<file path="src/rtl/gate_weight_loader_if.sv">
`default_nettype none
// +------------------------------------------------------------------+
// | gate_weight_loader_if: valid/ready weight stream into the loader |
// | Rev 1.0                                                          |
// +------------------------------------------------------------------+
interface gate_weight_loader_if #(
  parameter int BITWIDTH = 18
);
  logic [BITWIDTH-1:0] s_data;
  logic                s_valid;
  logic                s_ready;

  modport master (output s_data, output s_valid, input s_ready);
  modport slave  (input s_data, input s_valid, output s_ready);
endinterface
`default_nettype wire

</file>
<file path="src/rtl/gate_weight_loader.sv">
`default_nettype none
// +------------------------------------------------------------------+
// | gate_weight_loader: streams Wx/Wy columns and bias into a gate,  |
// | then kicks it. Optional trailing checksum word: LOADER_CHECKSUM_EN|
// | Rev 1.0                                                          |
// +------------------------------------------------------------------+
module gate_weight_loader #(
  parameter int  INPUT_SZ       = 4,
  parameter int  HIDDEN_SZ      = 32,
  parameter int  QN             = 6,
  parameter int  QM             = 11,
  localparam int BITWIDTH       = QN + QM + 1,
  localparam int LAYER_BITWIDTH = BITWIDTH * HIDDEN_SZ,
  localparam int ADDR_X         = $clog2(INPUT_SZ),
  localparam int ADDR_Y         = $clog2(HIDDEN_SZ)
) (
  input  logic                      clock,
  input  logic                      reset,
  input  logic                      start,
  gate_weight_loader_if.slave       s,
  output logic [ADDR_X-1:0]         colAddressWrite_X,
  output logic                      writeEn_X,
  output logic [LAYER_BITWIDTH-1:0] weightMemInput_X,
  output logic [ADDR_Y-1:0]         colAddressWrite_Y,
  output logic                      writeEn_Y,
  output logic [LAYER_BITWIDTH-1:0] weightMemInput_Y,
  output logic [LAYER_BITWIDTH-1:0] biasVec,
  output logic                      gateReset,
  output logic                      beginCalc,
`ifdef LOADER_CHECKSUM_EN
  output logic                      checksumError,
`endif
  output logic                      busy
);

  localparam int K_W = (ADDR_X > ADDR_Y) ? ADDR_X : ADDR_Y;

  typedef enum logic [2:0] {
    IDLE    = 3'd0,
    LOAD_WX = 3'd1,
    LOAD_WY = 3'd2,
    LOAD_B  = 3'd3,
`ifdef LOADER_CHECKSUM_EN
    CHECK   = 3'd5,
`endif
    KICK    = 3'd4
  } state_t;

  state_t                    state_q, state_d;
  logic [ADDR_Y-1:0]         l_q, l_d;
  logic [K_W-1:0]            k_q, k_d;
  logic [LAYER_BITWIDTH-1:0] col_x_q, col_y_q, bias_q;
  logic                      wen_x_q, wen_y_q;
  logic [ADDR_X-1:0]         addr_x_q;
  logic [ADDR_Y-1:0]         addr_y_q;
  logic                      loading, accept, last_row, last_x_col, last_y_col;

  assign loading    = (state_q != IDLE) && (state_q != KICK);
  assign accept     = loading && s.s_valid;
  assign last_row   = (l_q == ADDR_Y'(HIDDEN_SZ - 1));
  assign last_x_col = (k_q == K_W'(INPUT_SZ - 1));
  assign last_y_col = (k_q == K_W'(HIDDEN_SZ - 1));

  assign s.s_ready         = loading;
  assign gateReset         = loading;
  assign busy              = (state_q != IDLE);
  assign beginCalc         = (state_q == KICK);
  assign writeEn_X         = wen_x_q;
  assign writeEn_Y         = wen_y_q;
  assign colAddressWrite_X = addr_x_q;
  assign colAddressWrite_Y = addr_y_q;
  assign weightMemInput_X  = col_x_q;
  assign weightMemInput_Y  = col_y_q;
  assign biasVec           = bias_q;

`ifdef LOADER_CHECKSUM_EN
  logic [BITWIDTH-1:0] sum_q;
  logic                err_q;
`endif

  always_ff @(posedge clock) begin
    if (reset) begin
      state_q <= IDLE;
      l_q     <= '0;
      k_q     <= '0;
    end else begin
      state_q <= state_d;
      l_q     <= l_d;
      k_q     <= k_d;
    end
  end

  always_comb begin
    state_d = state_q;
    l_d     = l_q;
    k_d     = k_q;
    case (state_q)
      IDLE: begin
        if (start) begin
          state_d = LOAD_WX;
          l_d     = '0;
          k_d     = '0;
        end
      end
      LOAD_WX, LOAD_WY, LOAD_B: begin
        if (accept) begin
          l_d = last_row ? '0 : l_q + ADDR_Y'(1);
          if (last_row) begin
            k_d = k_q + K_W'(1);
            if (state_q == LOAD_WX && last_x_col) begin
              state_d = LOAD_WY;
              k_d     = '0;
            end
            if (state_q == LOAD_WY && last_y_col) begin
              state_d = LOAD_B;
              k_d     = '0;
            end
            if (state_q == LOAD_B) begin
`ifdef LOADER_CHECKSUM_EN
              state_d = CHECK;
`else
              state_d = KICK;
`endif
              k_d     = '0;
            end
          end
        end
      end
`ifdef LOADER_CHECKSUM_EN
      CHECK: begin
        if (accept) state_d = (s.s_data == sum_q) ? KICK : IDLE;
      end
`endif
      KICK:    state_d = IDLE;
      default: state_d = IDLE;
    endcase
  end

  // Column registers feed the RAM directly; a word taken during a strobe
  // cycle lands in slot 0 only after that edge, so the RAM sees the full column.
  always_ff @(posedge clock) begin
    if (reset) begin
      col_x_q  <= '0;
      col_y_q  <= '0;
      bias_q   <= '0;
      wen_x_q  <= 1'b0;
      wen_y_q  <= 1'b0;
      addr_x_q <= '0;
      addr_y_q <= '0;
    end else begin
      wen_x_q <= 1'b0;
      wen_y_q <= 1'b0;
      if (accept) begin
        case (state_q)
          LOAD_WX: begin
            col_x_q[l_q*BITWIDTH +: BITWIDTH] <= s.s_data;
            if (last_row) begin
              wen_x_q  <= 1'b1;
              addr_x_q <= k_q[ADDR_X-1:0];
            end
          end
          LOAD_WY: begin
            col_y_q[l_q*BITWIDTH +: BITWIDTH] <= s.s_data;
            if (last_row) begin
              wen_y_q  <= 1'b1;
              addr_y_q <= k_q[ADDR_Y-1:0];
            end
          end
          LOAD_B:  bias_q[l_q*BITWIDTH +: BITWIDTH] <= s.s_data;
          default: ;
        endcase
      end
    end
  end

`ifdef LOADER_CHECKSUM_EN
  always_ff @(posedge clock) begin
    if (reset) begin
      sum_q <= '0;
      err_q <= 1'b0;
    end else if (state_q == IDLE && start) begin
      sum_q <= '0;
      err_q <= 1'b0;
    end else if (accept) begin
      if (state_q == CHECK) begin
        if (s.s_data != sum_q) err_q <= 1'b1;
      end else begin
        sum_q <= sum_q + s.s_data;
      end
    end
  end

  assign checksumError = err_q;
`endif

endmodule
`default_nettype wire

</file>
<file path="src/flat_wrapper.sv">
// flat-port wrapper written by rule: the top's interface ports become plain ports
module gate_weight_loader_flat 
#(
  parameter int  INPUT_SZ       = 4,
  parameter int  HIDDEN_SZ      = 32,
  parameter int  QN             = 6,
  parameter int  QM             = 11,
  localparam int BITWIDTH       = QN + QM + 1,
  localparam int LAYER_BITWIDTH = BITWIDTH * HIDDEN_SZ,
  localparam int ADDR_X         = $clog2(INPUT_SZ),
  localparam int ADDR_Y         = $clog2(HIDDEN_SZ)
)
  (clock, reset, start, colAddressWrite_X, writeEn_X, weightMemInput_X, colAddressWrite_Y, writeEn_Y, weightMemInput_Y, biasVec, gateReset, beginCalc, busy, s_s_data, s_s_valid, s_s_ready);
  gate_weight_loader_if #(.BITWIDTH((18))) s_i ();
  input  logic clock;
  input  logic reset;
  input  logic start;
  output logic [ADDR_X-1:0] colAddressWrite_X;
  output logic writeEn_X;
  output logic [LAYER_BITWIDTH-1:0] weightMemInput_X;
  output logic [ADDR_Y-1:0] colAddressWrite_Y;
  output logic writeEn_Y;
  output logic [LAYER_BITWIDTH-1:0] weightMemInput_Y;
  output logic [LAYER_BITWIDTH-1:0] biasVec;
  output logic gateReset;
  output logic beginCalc;
  output logic busy;
  input wire logic [$bits(s_i.s_data)-1:0] s_s_data;
  input wire logic [$bits(s_i.s_valid)-1:0] s_s_valid;
  output wire logic [$bits(s_i.s_ready)-1:0] s_s_ready;
  assign s_i.s_data = s_s_data;
  assign s_i.s_valid = s_s_valid;
  assign s_s_ready = s_i.s_ready;
  gate_weight_loader #(.INPUT_SZ(INPUT_SZ), .HIDDEN_SZ(HIDDEN_SZ), .QN(QN), .QM(QM)) u_core (.clock(clock), .reset(reset), .start(start), .s(s_i), .colAddressWrite_X(colAddressWrite_X), .writeEn_X(writeEn_X), .weightMemInput_X(weightMemInput_X), .colAddressWrite_Y(colAddressWrite_Y), .writeEn_Y(writeEn_Y), .weightMemInput_Y(weightMemInput_Y), .biasVec(biasVec), .gateReset(gateReset), .beginCalc(beginCalc), .busy(busy));
endmodule
</file>
<file path="config.mk">
export PLATFORM = sky130hd
export DESIGN_NAME = gate_weight_loader_flat
export DESIGN_NICKNAME = d
export VERILOG_FILES = /design/src/rtl/gate_weight_loader_if.sv /design/src/rtl/gate_weight_loader.sv /design/src/flat_wrapper.sv
export SDC_FILE = /design/constraint.sdc
export NUM_CORES = 2
export LEC_CHECK = 0
export ABC_AREA = 1
export CORE_AREA = 2 2 679 681
export CTS_CLUSTER_SIZE = 12
export DETAILED_ROUTE_END_ITERATION = 6
export DIE_AREA = 0 0 681 683
export DONT_BUFFER_PORTS = 1
export HOLD_SLACK_MARGIN = 0.15
export PLACE_DENSITY = 0.41
export SLEW_MARGIN = 20
export SYNTH_ARGS = -nofsm -noshare
export SYNTH_HDL_FRONTEND = slang
export SYNTH_SLANG_ARGS = --single-unit
export TNS_END_PERCENT = 30
</file>
<file path="constraint.sdc">
create_clock -name clock -period 4.1 [get_ports clock]
set_clock_uncertainty 0.2 [all_clocks]
set_input_delay 0.205 -clock clock [delete_from_list [all_inputs] [get_ports clock]]
set_output_delay 0.205 -clock clock [all_outputs]
set_load 0.02 [all_outputs]
</file>
==> flow_metrics.py <==
metrics = {
    "outcome": {
        "status": "complete, but fails checks",
        "violations": "negative setup slack",
    },
    "clock_network": {
        "clock_latency_ps": 940,
        "cts_tree": "yes",
        "path_clk_slew_ps": 60,
        "numCtsBuffers": 218,
        "htree_levels": 4,
        "root_buffer": "clkbuf_16",
        "clkSinkCount": 1750,
        "cts_max_path_buffers": 4,
    },
    "timing": {
        "setup_viol": 2,
        "tightestPinTransition_ps": 1248,
        "fmax_ghz": 0.2430,
        "drv_slew": 0,
        "layout_setup_ws_ps": -15.38,
        "hold_viol_final": 0,
        "slew_headroom_pct": 16.82,
        "final.period_utilization_pct": 100.4,
        "fin_crit_ps": 4115,
        "holdWs_ps": 122.6,
        "rsz0062_at_grt": "true",
    },
    "detailed_routing": {
        "first_pass_iters": 6,
        "post_drt_wl_per_cell_um": 30.05,
        "drt-initial-drc-count": 6316,
        "routed_via_density": 4.282,
        "postRouteAntennaNets": 0,
        "num_vias": 78210,
        "routed_wl_mm": 548.9,
        "drc_errors": 0,
    },
    "cells_and_area": {
        "drive_gt1_share_pct": 18.04,
        "final_common_cell": "nand2_1",
        "fin_cells": 18270,
        "final_nets": 11940,
        "layout_common_cells": "nand2_1, nor2_1, dfxtp_1, inv_1, a21oi_1",
        "areaGrowthSynthToFinish_pct": 38.88,
    },
    "global_route": {
        "grt_pass1_vias": 70850,
        "antenna_found_initial": 58,
        "grt.overflow.total": 0,
        "grt_pass1_wl_mm": 703.7,
        "track_usage_pct": 22.40,
        "grt_max_degree": 179,
    },
    "placed_design": {
        "dp.final_hpwl_mm": 436.3,
        "place.gp.congestion": 0.9223,
        "dp_slack_ps": -454.2,
        "portBuffers": 0,
        "placedCellCount": 17750,
    },
    "setup_path": {
        "arrival_ps": 4810,
        "critPathLaunchType": "flop",
        "reg2reg_to": "u_core.weightMemInput_Y[232]$_SDFFE_PP0P_",
        "reg2reg_slack_ps": -20,
        "endpoint_kind": "flop",
        "rr_worst_depth": 24,
        "critical_path_class": "flop to flop",
        "required_ps": 4790,
        "critical_path.max_fanout": 8,
        "worstReg2RegStart": "u_core.l_q[4]$_SDFFE_PP0P_",
    },
    "floorplanning": {
        "start_util_pct": 16.39,
        "coreArea_mm2": 0.4583,
        "die_y_um": 683,
        "rows": 249,
        "ios": 1763,
        "die_area_mm2": 0.4651,
        "die_x_um": 681,
    },
    "hold_path": {
        "hold_path_class": "input port to flop",
        "whs_path_depth": 10,
        "worstHoldStart": "s_s_data[8]",
        "hold_end": "u_core.weightMemInput_X[4]$_SDFFE_PP0P_",
    },
    "synth": {
        "yosysWarnings": 0,
        "synthesis.instances": 11100,
        "synth_nets": 11130,
        "syn_area_per_cell_um2": 6.770,
        "synthFlopType": "dfxtp_1",
        "async_flop_share_pct": 0,
        "yosysSeqAreaShare_pct": 46.64,
        "synth_edf_count": 0,
        "ys_ff_latch": 1750,
        "syn-cell-area_mm2": 0.07512,
        "synth_cell_types": 49,
    },
    "power": {
        "clock_power_share_pct": 22.6,
        "leakage_uw": 0.04634,
        "p_seq_share_pct": 19.1,
        "combPwrFrac_pct": 58.2,
        "internal-power_uw": 46030,
        "switching_share_pct": 49.81,
        "power_switching_uw": 45690,
        "ir_drop_mv": 0.9241,
        "power.density_mw_per_mm2": 879.1,
    },
    "run": {
        "maxCapViolCount": 0,
    },
}
[cells in the mapped netlist, types with 5 or more instances]
library cell	n	area [um2]
nand4_2	6	75.07
o21ai_1	13	65.06
nor3b_1	104	780.8
o31ai_1	5	37.54
o211ai_1	14	105.1
a21oi_1	985	4930
nand4_1	193	1207
o21bai_1	66	495.5
ha_1	10	125.1
o21ai_2	9	78.83
buf_2	39	195.2
buf_1	122	457.9
nand2_1	2406	9031
nor2_1	1990	7470
o22ai_1	19	118.9
inv_2	13	48.80
and2_1	5	31.28
nor3_1	60	300.3
nor2_2	16	100.1
nand3_1	514	2572
dfxtp_1	1750	35030
inv_1	1334	5007
clkbuf_1	371	1393
o21ai_0	1004	5025
[timing repair]
item / 4_1_cts / 5_1_grt
hold endpoints to repair: 1750 / 0
pin swaps: 21 / 130
setup endpoints to repair: 1080 / 1719
cloned: 0 / 6
gates resized for setup: 243 / 717
buffers inserted: 7 / 47
hold buffers: 26 / 0
[how the worst max path moves through the flow]
stage | from | cells past startpoint | endpoint | slack (ps)
2_1_floorplan | u_core.l_q[1]$_SDFFE_PP0P_ | 21 | u_core.biasVec[4]$_SDFFE_PP0P_ | 250
3_3_place_gp | u_core.l_q[1]$_SDFFE_PP0P_ | 26 | u_core.weightMemInput_X[469]$_SDFFE_PP0P_ | -470
3_5_place_dp | u_core.l_q[1]$_SDFFE_PP0P_ | 26 | u_core.weightMemInput_X[469]$_SDFFE_PP0P_ | -450
4_1_cts | u_core.l_q[4]$_SDFFE_PP0P_ | 24 | u_core.weightMemInput_Y[327]$_SDFFE_PP0P_ | -50
5_1_grt | u_core.l_q[4]$_SDFFE_PP0P_ | 24 | u_core.weightMemInput_Y[534]$_SDFFE_PP0P_ | -160
6_report | u_core.l_q[4]$_SDFFE_PP0P_ | 24 | u_core.weightMemInput_Y[232]$_SDFFE_PP0P_ | -20
[critical path, stage by stage (launching register included)]
cell and delay [ps]:
dfxtp_2 330, ha_4 240, ha_4 160, inv_2 50, fa_2 440, inv_2 70
nor2_1 40, nand3_1 90, nor2_2 60, buf_4 140, nand3_4 100, buf_6 120
buf_6 90, nand3_4 90, nor2_4 200, nand2_2 90, buf_12 160, o21ai_4 300
buf_12 190, nand4_1 260, buf_4 260, nor2_4 80, buf_6 120, o21ai_1 60
nor2_1 110
[through the flow]
| stage | instance area [um2] | power [uW] | TNS (ps) | util, % |
|---|---|---|---|---|
| 3_5_place_dp | 92550 | 67370 | -110560 | 20.19 |
| 5_1_grt | 104300 | 95130 | -36350 | 22.75 |
| 2_1_floorplan | 75120 | 32020 | 0 | - |
| 3_3_place_gp | 92550 | 67580 | -108320 | 20.19 |
| 4_1_cts | 101200 | 89660 | -711.3 | 22.09 |
| 6_report | 104300 | 91720 | -25.36 | 22.77 |
[power groups by stage]
stage	logic, uW	registers [uW]	clock network [uW]
floorplan	14300	17700	0
global placement	49700	17900	0
detailed placement	49500	17900	0
CTS	50800	17500	21300
global route	55700	17500	21900
finish	53400	17500	20800
[metal layers]
layer	routed length, um	up-vias	GRT usage [%]	part of all wire (%)
li1	-	37070	-	-
met1	215500	37410	26.12	39
met2	254600	2980	37.52	46
met3	52400	728	8.027	9.5
met4	26310	18	8.343	4.8
met5	116	-	0	0.021
[sequential cells by signal, indices dropped and copies added (netlist names)]
register,count
u_core.weightMemInput_X,576
u_core.biasVec,576
u_core.l_q,5
u_core.writeEn_X,1
u_core.state_q,3
u_core.writeEn_Y,1
u_core.colAddressWrite_Y,5
u_core.weightMemInput_Y,576
u_core.colAddressWrite_X,2
u_core.k_q,5
[logic make-up (layout without fill, tap and decap cells)]
| family | count (synthesis) | after routing | synth area share (%) |
|---|---|---|---|
| flip-flops | 1750 | 1750 | 46.64 |
| multiplexers | 1 | 1 | 0.01332 |
| AO/OA/AOI/OAI | 2130 | 2130 | 14.62 |
| other | 0 | 40 | 0 |
| buffers and inverters | 1888 | 2868 | 9.529 |
| AND/OR/NAND/NOR | 5314 | 5314 | 28.96 |
| XOR/XNOR | 3 | 3 | 0.05496 |
| adder cells (fa/ha/maj) | 11 | 11 | 0.1932 |
[final cells by class]
class / count / area, um2
flip-flops and latches: 1750 / 35040
diodes: 40 / 100.1
inverters: 1351 / 5162
clock inverters: 83 / 1185
repair buffers: 1128 / 12750
well taps: 6149 / 7694
clock buffers: 306 / 6299
multi-input cells: 7459 / 36110
fillers: 51000 / 354000
No activity file was read; power rests on OpenSTA's default activity.
